===== src/rtl/trig_out_pkg.sv =====
// rtl/trig_out_pkg.sv - shared state encoding, counter width default and saturating increment
package trig_out_pkg;

    // FSM state encoding shared by the trigger-out path
    localparam logic [1:0] ST_IDLE    = 2'd0;
    localparam logic [1:0] ST_EMIT    = 2'd1;
    localparam logic [1:0] ST_HOLDOFF = 2'd2;

    // Default width of the emit / coalesce statistics counters
    localparam int TRIG_CNT_W = 16;

    // Increment that sticks at the all-ones value of a width-bit counter
    function automatic logic [63:0] sat_inc(input logic [63:0] val, input int width);
        logic [63:0] max_val;
        max_val = (width >= 64) ? '1 : ((64'd1 << width) - 64'd1);
        return (val >= max_val) ? max_val : val + 64'd1;
    endfunction

endpackage


===== src/rtl/event_holdoff_timer.sv =====
// rtl/event_holdoff_timer.sv - loadable down-counter timing the holdoff window
module event_holdoff_timer #(
    parameter int W = 4
) (
    input  logic         clk1,
    input  logic         reset,
    input  logic         load,
    input  logic [W-1:0] load_val,
    output logic         done
);

    logic [W-1:0] r_cnt;

    // Load on request, otherwise count down and rest at zero
    always_ff @(posedge clk1) begin
        if (reset) begin
            r_cnt <= '0;
        end else if (load) begin
            r_cnt <= load_val;
        end else if (r_cnt != '0) begin
            r_cnt <= r_cnt - 1'b1;
        end
    end

    assign done = (r_cnt == '0);

endmodule


===== src/rtl/event_trigger_out.sv =====
// rtl/event_trigger_out.sv - latches event pulses and emits rate-limited trigger vectors (optional EVENT_TIMESTAMP_EN)
module event_trigger_out
    import trig_out_pkg::*;
#(
    parameter int N_EVENTS    = 16,
    parameter int HOLDOFF_CYC = 8,
    parameter int CNT_W       = TRIG_CNT_W
) (
    input  logic                clk1,
    input  logic                reset,
    input  logic [N_EVENTS-1:0] ev_in,
    input  logic [N_EVENTS-1:0] ev_mask,
    input  logic                clear_stats,
    output logic [N_EVENTS-1:0] ep_trigger,
    output logic [CNT_W-1:0]    trig_count,
    output logic [CNT_W-1:0]    coalesce_count,
    output logic                busy
`ifdef EVENT_TIMESTAMP_EN
    ,
    output logic [31:0]         ts_last,
    output logic                ts_valid
`endif
);

    // Timer only needs to hold HOLDOFF_CYC-1
    localparam int TW = (HOLDOFF_CYC > 1) ? $clog2(HOLDOFF_CYC) : 1;
    localparam logic [TW-1:0] HOLD_LOAD = TW'((HOLDOFF_CYC > 0) ? HOLDOFF_CYC - 1 : 0);

    logic [1:0]          r_state;
    logic [N_EVENTS-1:0] r_pending;
    logic [N_EVENTS-1:0] r_ep_trigger;
    logic [CNT_W-1:0]    r_trig_count;
    logic [CNT_W-1:0]    r_coal_count;

    logic [N_EVENTS-1:0] w_capture;
    logic [N_EVENTS-1:0] w_pending_next;
    logic                w_in_emit;
    logic                w_coalesce;
    logic                w_timer_done;
    logic [CNT_W-1:0]    w_trig_inc;
    logic [CNT_W-1:0]    w_coal_inc;

    assign w_capture      = ev_in & ev_mask;
    assign w_pending_next = r_pending | w_capture;
    assign w_in_emit      = (r_state == ST_EMIT);
    // The emit cycle hands all pending bits out, so nothing can merge into them then
    assign w_coalesce     = !w_in_emit && ((w_capture & r_pending) != '0);
    assign w_trig_inc     = CNT_W'(sat_inc(64'(r_trig_count), CNT_W));
    assign w_coal_inc     = CNT_W'(sat_inc(64'(r_coal_count), CNT_W));

    event_holdoff_timer #(
        .W        (TW)
    ) u_holdoff (
        .clk1     (clk1),
        .reset    (reset),
        .load     (w_in_emit),
        .load_val (HOLD_LOAD),
        .done     (w_timer_done)
    );

    // State sequencing; IDLE looks at this cycle's captures so a lone event emits two cycles later
    always_ff @(posedge clk1) begin
        if (reset) begin
            r_state <= ST_IDLE;
        end else begin
            case (r_state)
                ST_IDLE: begin
                    if (w_pending_next != '0) begin
                        r_state <= ST_EMIT;
                    end
                end
                ST_EMIT: begin
                    r_state <= (HOLDOFF_CYC > 0) ? ST_HOLDOFF : ST_IDLE;
                end
                ST_HOLDOFF: begin
                    if (w_timer_done) begin
                        r_state <= ST_IDLE;
                    end
                end
                default: r_state <= ST_IDLE;
            endcase
        end
    end

    // Pending set: emit hands the snapshot out and keeps only this cycle's fresh captures
    always_ff @(posedge clk1) begin
        if (reset) begin
            r_pending <= '0;
        end else if (w_in_emit) begin
            r_pending <= w_capture;
        end else begin
            r_pending <= w_pending_next;
        end
    end

    // One-cycle trigger vector, zero outside the cycle after EMIT
    always_ff @(posedge clk1) begin
        if (reset) begin
            r_ep_trigger <= '0;
        end else begin
            r_ep_trigger <= w_in_emit ? r_pending : '0;
        end
    end

    // Saturating statistics; clear beats a coincident increment
    always_ff @(posedge clk1) begin
        if (reset || clear_stats) begin
            r_trig_count <= '0;
            r_coal_count <= '0;
        end else begin
            if (w_in_emit) begin
                r_trig_count <= w_trig_inc;
            end
            if (w_coalesce) begin
                r_coal_count <= w_coal_inc;
            end
        end
    end

`ifdef EVENT_TIMESTAMP_EN
    logic [31:0] r_ts;
    logic [31:0] r_ts_last;
    logic        r_ts_valid;

    // Free-running timestamp, sampled in the emit cycle so it lines up with ep_trigger
    always_ff @(posedge clk1) begin
        if (reset) begin
            r_ts       <= '0;
            r_ts_last  <= '0;
            r_ts_valid <= 1'b0;
        end else begin
            r_ts       <= r_ts + 32'd1;
            r_ts_valid <= w_in_emit;
            if (w_in_emit) begin
                r_ts_last <= r_ts;
            end
        end
    end

    assign ts_last  = r_ts_last;
    assign ts_valid = r_ts_valid;
`endif

    assign ep_trigger     = r_ep_trigger;
    assign trig_count     = r_trig_count;
    assign coalesce_count = r_coal_count;
    assign busy           = (r_state != ST_IDLE);

endmodule


===== config.mk =====
export PLATFORM = sky130hd
export DESIGN_NAME = event_trigger_out
export DESIGN_NICKNAME = d
export VERILOG_FILES = /design/src/rtl/trig_out_pkg.sv /design/src/rtl/event_holdoff_timer.sv /design/src/rtl/event_trigger_out.sv
export SDC_FILE = /design/constraint.sdc
export NUM_CORES = 1
export LEC_CHECK = 0
export ABC_AREA = 1
export CORE_MARGIN = 8
export CORE_UTILIZATION = 33
export DETAILED_ROUTE_END_ITERATION = 8
export GPL_ROUTABILITY_DRIVEN = 0
export PLACE_DENSITY_LB_ADDON = 0.1
export SETUP_SLACK_MARGIN = 0.5
export SLEW_MARGIN = 10
export SYNTH_ARGS = -nofsm -noshare
export SYNTH_HDL_FRONTEND = slang
export SYNTH_SLANG_ARGS = --single-unit

===== constraint.sdc =====
create_clock -name clk1 -period 3.1 [get_ports clk1]
set_input_delay 0.31 -clock clk1 [delete_from_list [all_inputs] [get_ports clk1]]
set_output_delay 0.31 -clock clk1 [all_outputs]
set_load 0.01 [all_outputs]

==> flow_summary_export.csv <==
group,metric,value,unit
clock_network,htreeDepth,3,
die,core,9770,um^2
detailed_routing,dr.pass1.iters,4,
global_routing,grt_max_degree,34,
critical_path,crit_path_start,"r_state[1]",
clock_network,clkSinkCount,69,
sta,final.period_utilization,0.603,
sta,period_needed,1.87,ns
sta,finalHoldViolCount,0,
critical_path,worstPathRequired,3.38,ns
sta,setup_viol,0,
clock_network,cts.clk_slew.worst_paths,0.08,ns
clock_network,postCtsSetupBuffers,0,
final_layout,final_cell_mix,"122 x nand2_1, 83 x clkdlybuf4s50_1, 69 x dfxtp_1, 58 x inv_1, 54 x nor2_1",
yosys,ys_top_cells_by_area,"dfxtp_1 42%, nand2_1 14%, nand3_1 6.9%",
clock_network,insertion_delay,0.33,ns
yosys,synth_seq_area_share,0.417,
die,die_area,13500,um^2
global_routing,grt_usage,0.133,
yosys,syn_area,3310,um^2
final_layout,final_util,0.458,
global_routing,grt_pass1_wl,14400,um
power,p_sw_frac,0.286,
yosys,yosys.area.top_type,"dfxtp_1",
yosys,post_synth_inst_count,470,
die,start_util,0.339,
sta,slew_headroom,0.420,
yosys,synth_xor_area_frac,0.0582,
detailed_routing,drt.antenna.violating_nets,0,
power,p_leak,1.76,nW
die,die_h,116,um
clock_network,cts_buffers,9,
yosys,synth_fa_ha_area_frac,0.0151,
yosys,synth_compound_area_frac,0.0785,
power,pwr-share-comb,0.179,
sta,worst_pin_slew,0.868,ns
power,clockPowerShare,0.376,
yosys,synth_top_family_by_area,"simple AND/OR/NAND/NOR gates",
placed_design,place_inst,676,
sta,report.final.slew_viol_count,0,
yosys,yosys.area_share.simple,0.342,
sta,tns,0,ns
final_layout,drive_gt1_frac,0.0716,
detailed_routing,drt_iter0_drc,137,
die,die_w,116,um
detailed_routing,viasPerCell,4.57,
min_path,min_path_type,"flop to flop",
placed_design,hpwl,6300,um
final_layout,area_growth,35.2,%
yosys,avgSynthCellArea,7.05,um^2
final_layout,mostFrequentLayoutCell,"nand2_1",
yosys,synth_mux_area_frac,0,
yosys,ys_seq_elements,69,
global_routing,first_global_vias,3071,
detailed_routing,num_vias,3160,
critical_path,critical_path.endpoint_type,"flop",
run_status,status,"finished clean",
clock_network,cts_tree,"built",
sta,skew,0.0107,ns
critical_path,r2r-start,"r_state[1]",
yosys,netlist.area_leader.share,0.417,
power,p_int,0.00156,W
sta,fmax,535,MHz
min_path,worstHoldStart,"u_holdoff.r_cnt[0]",
detailed_routing,wire_per_inst,12.5,um
critical_path,cp_max_fo,33,
die,rows,36,
critical_path,worstSetupPathType,"flop to flop",
critical_path,setup.worst_path.start_class,"flop",
detailed_routing,drc,0,
clock_network,cts.hold.buffers_added,0,
sta,rsz0062_at_grt,"no",
power,netSwitchingPower,0.000627,W
yosys,synth_warnings,0,
flow_run,drv_cap,0,
power,seq_power_share,0.445,
die,io_pins,84,
clock_network,clockBufferDepth,2,
global_routing,grt_overflow_total,0,
final_layout,instances_no_fill,692,
detailed_routing,routed_wl,8640,um
yosys,syn-num-nets,509,
clock_network,cts_resized,0,
critical_path,crit_arrival,2.15,ns
power,p_per_area,489,nW/um^2
power,power,0.00219,W
clock_network,cts_root_buffer,"clkbuf_8",
global_routing,antenna_found_initial,0,
placed_design,io_buffers,83,
final_layout,final_nets,593,
power,vdd_ir_drop_max,0.000198,V
yosys,ys_types,27,
final_layout,diodes,0,
sta,holdWs,0.465,ns
## cells in the mapped netlist
cell type	n
inv_2	3
or2_2	1
nand2_2	3
nand3_1	46
nor3_1	3
buf_2	6
buf_1	1
a31oi_1	3
o21ai_0	2
ha_1	4
nand2_1	122
nor2_4	2
a21oi_1	36
a21oi_2	4
a41oi_1	1
xnor2_1	8
dfxtp_1	69
inv_1	58
nor2_2	7
clkbuf_1	3
nand4_2	1
buf_6	2
nand4_1	14
a211oi_1	1
nand3_4	2
xor2_1	14
nor2_1	54
## kinds of logic after synthesis
family                     count (synthesis)
and+or+nand+nor                          255
buffers and inverters                     73
DFF                                       69
AOI/OAI and AO/OA                         47
xor gates and xnor gates                  22
adders and majority gates                  4
## worst max-delay path, cell delays in order, from the launching register on
cell and delay [ns]:
dfxtp_1 0.41, nor2_4 0.05, buf_4 0.19, inv_2 0.49, nand2_2 0.36, nand2_1 0.14
nand2_1 0.06, nor2_1 0.11
## final cells by class
class	instances	area (um^2)
clock inverter	6	95.1
sequential	69	1380
clock buffer	10	128
multi-input combinational	328	1640
tap	133	166
timing repair buffer	85	846
inverter	61	229
fill	1022	5290
## routing by layer
layer  vias up  wire, um  global-route usage
met3         5       684              0.0424
met4         0        65              0.0493
met2        90      3790               0.202
met1      1407      4100               0.171
li1       1658         -                   -
met5         -         0                   0
## worst paths after layout
kind	end	slack (ns)	cells past startpoint
max	coalesce_count[15]	1.23	7
min	u_holdoff.r_cnt[0]	0.47	2
max reg2reg	coalesce_count[15]	1.23	7
min reg2reg	u_holdoff.r_cnt[0]	0.47	2
## through the flow
stage	area [um^2]	setup slack, ns
2_1_floorplan	3310	1.59
3_3_place_gp	4260	0.965
3_5_place_dp	4260	0.956
4_1_cts	4480	1.19
5_1_grt	4480	1.02
6_report	4480	1.23
## power groups by stage
stage | registers [W] | logic (W) | clock network (W)
global placement | 0.000994 | 0.000392 | 0
finish | 0.000974 | 0.000393 | 0.000824
CTS | 0.000975 | 0.000399 | 0.000858
detailed placement | 0.000995 | 0.000396 | 0
floorplan | 0.000995 | 0.000251 | 0
global route | 0.000983 | 0.000449 | 0.000887
## flip-flops by register name, summed over array words and instances (netlist names)
signal           cells
u_holdoff.r_cnt      3
trig_count          16
coalesce_count      16
r_pending           16
r_state              2
ep_trigger          16
No activity file was read; power rests on OpenSTA's default activity.
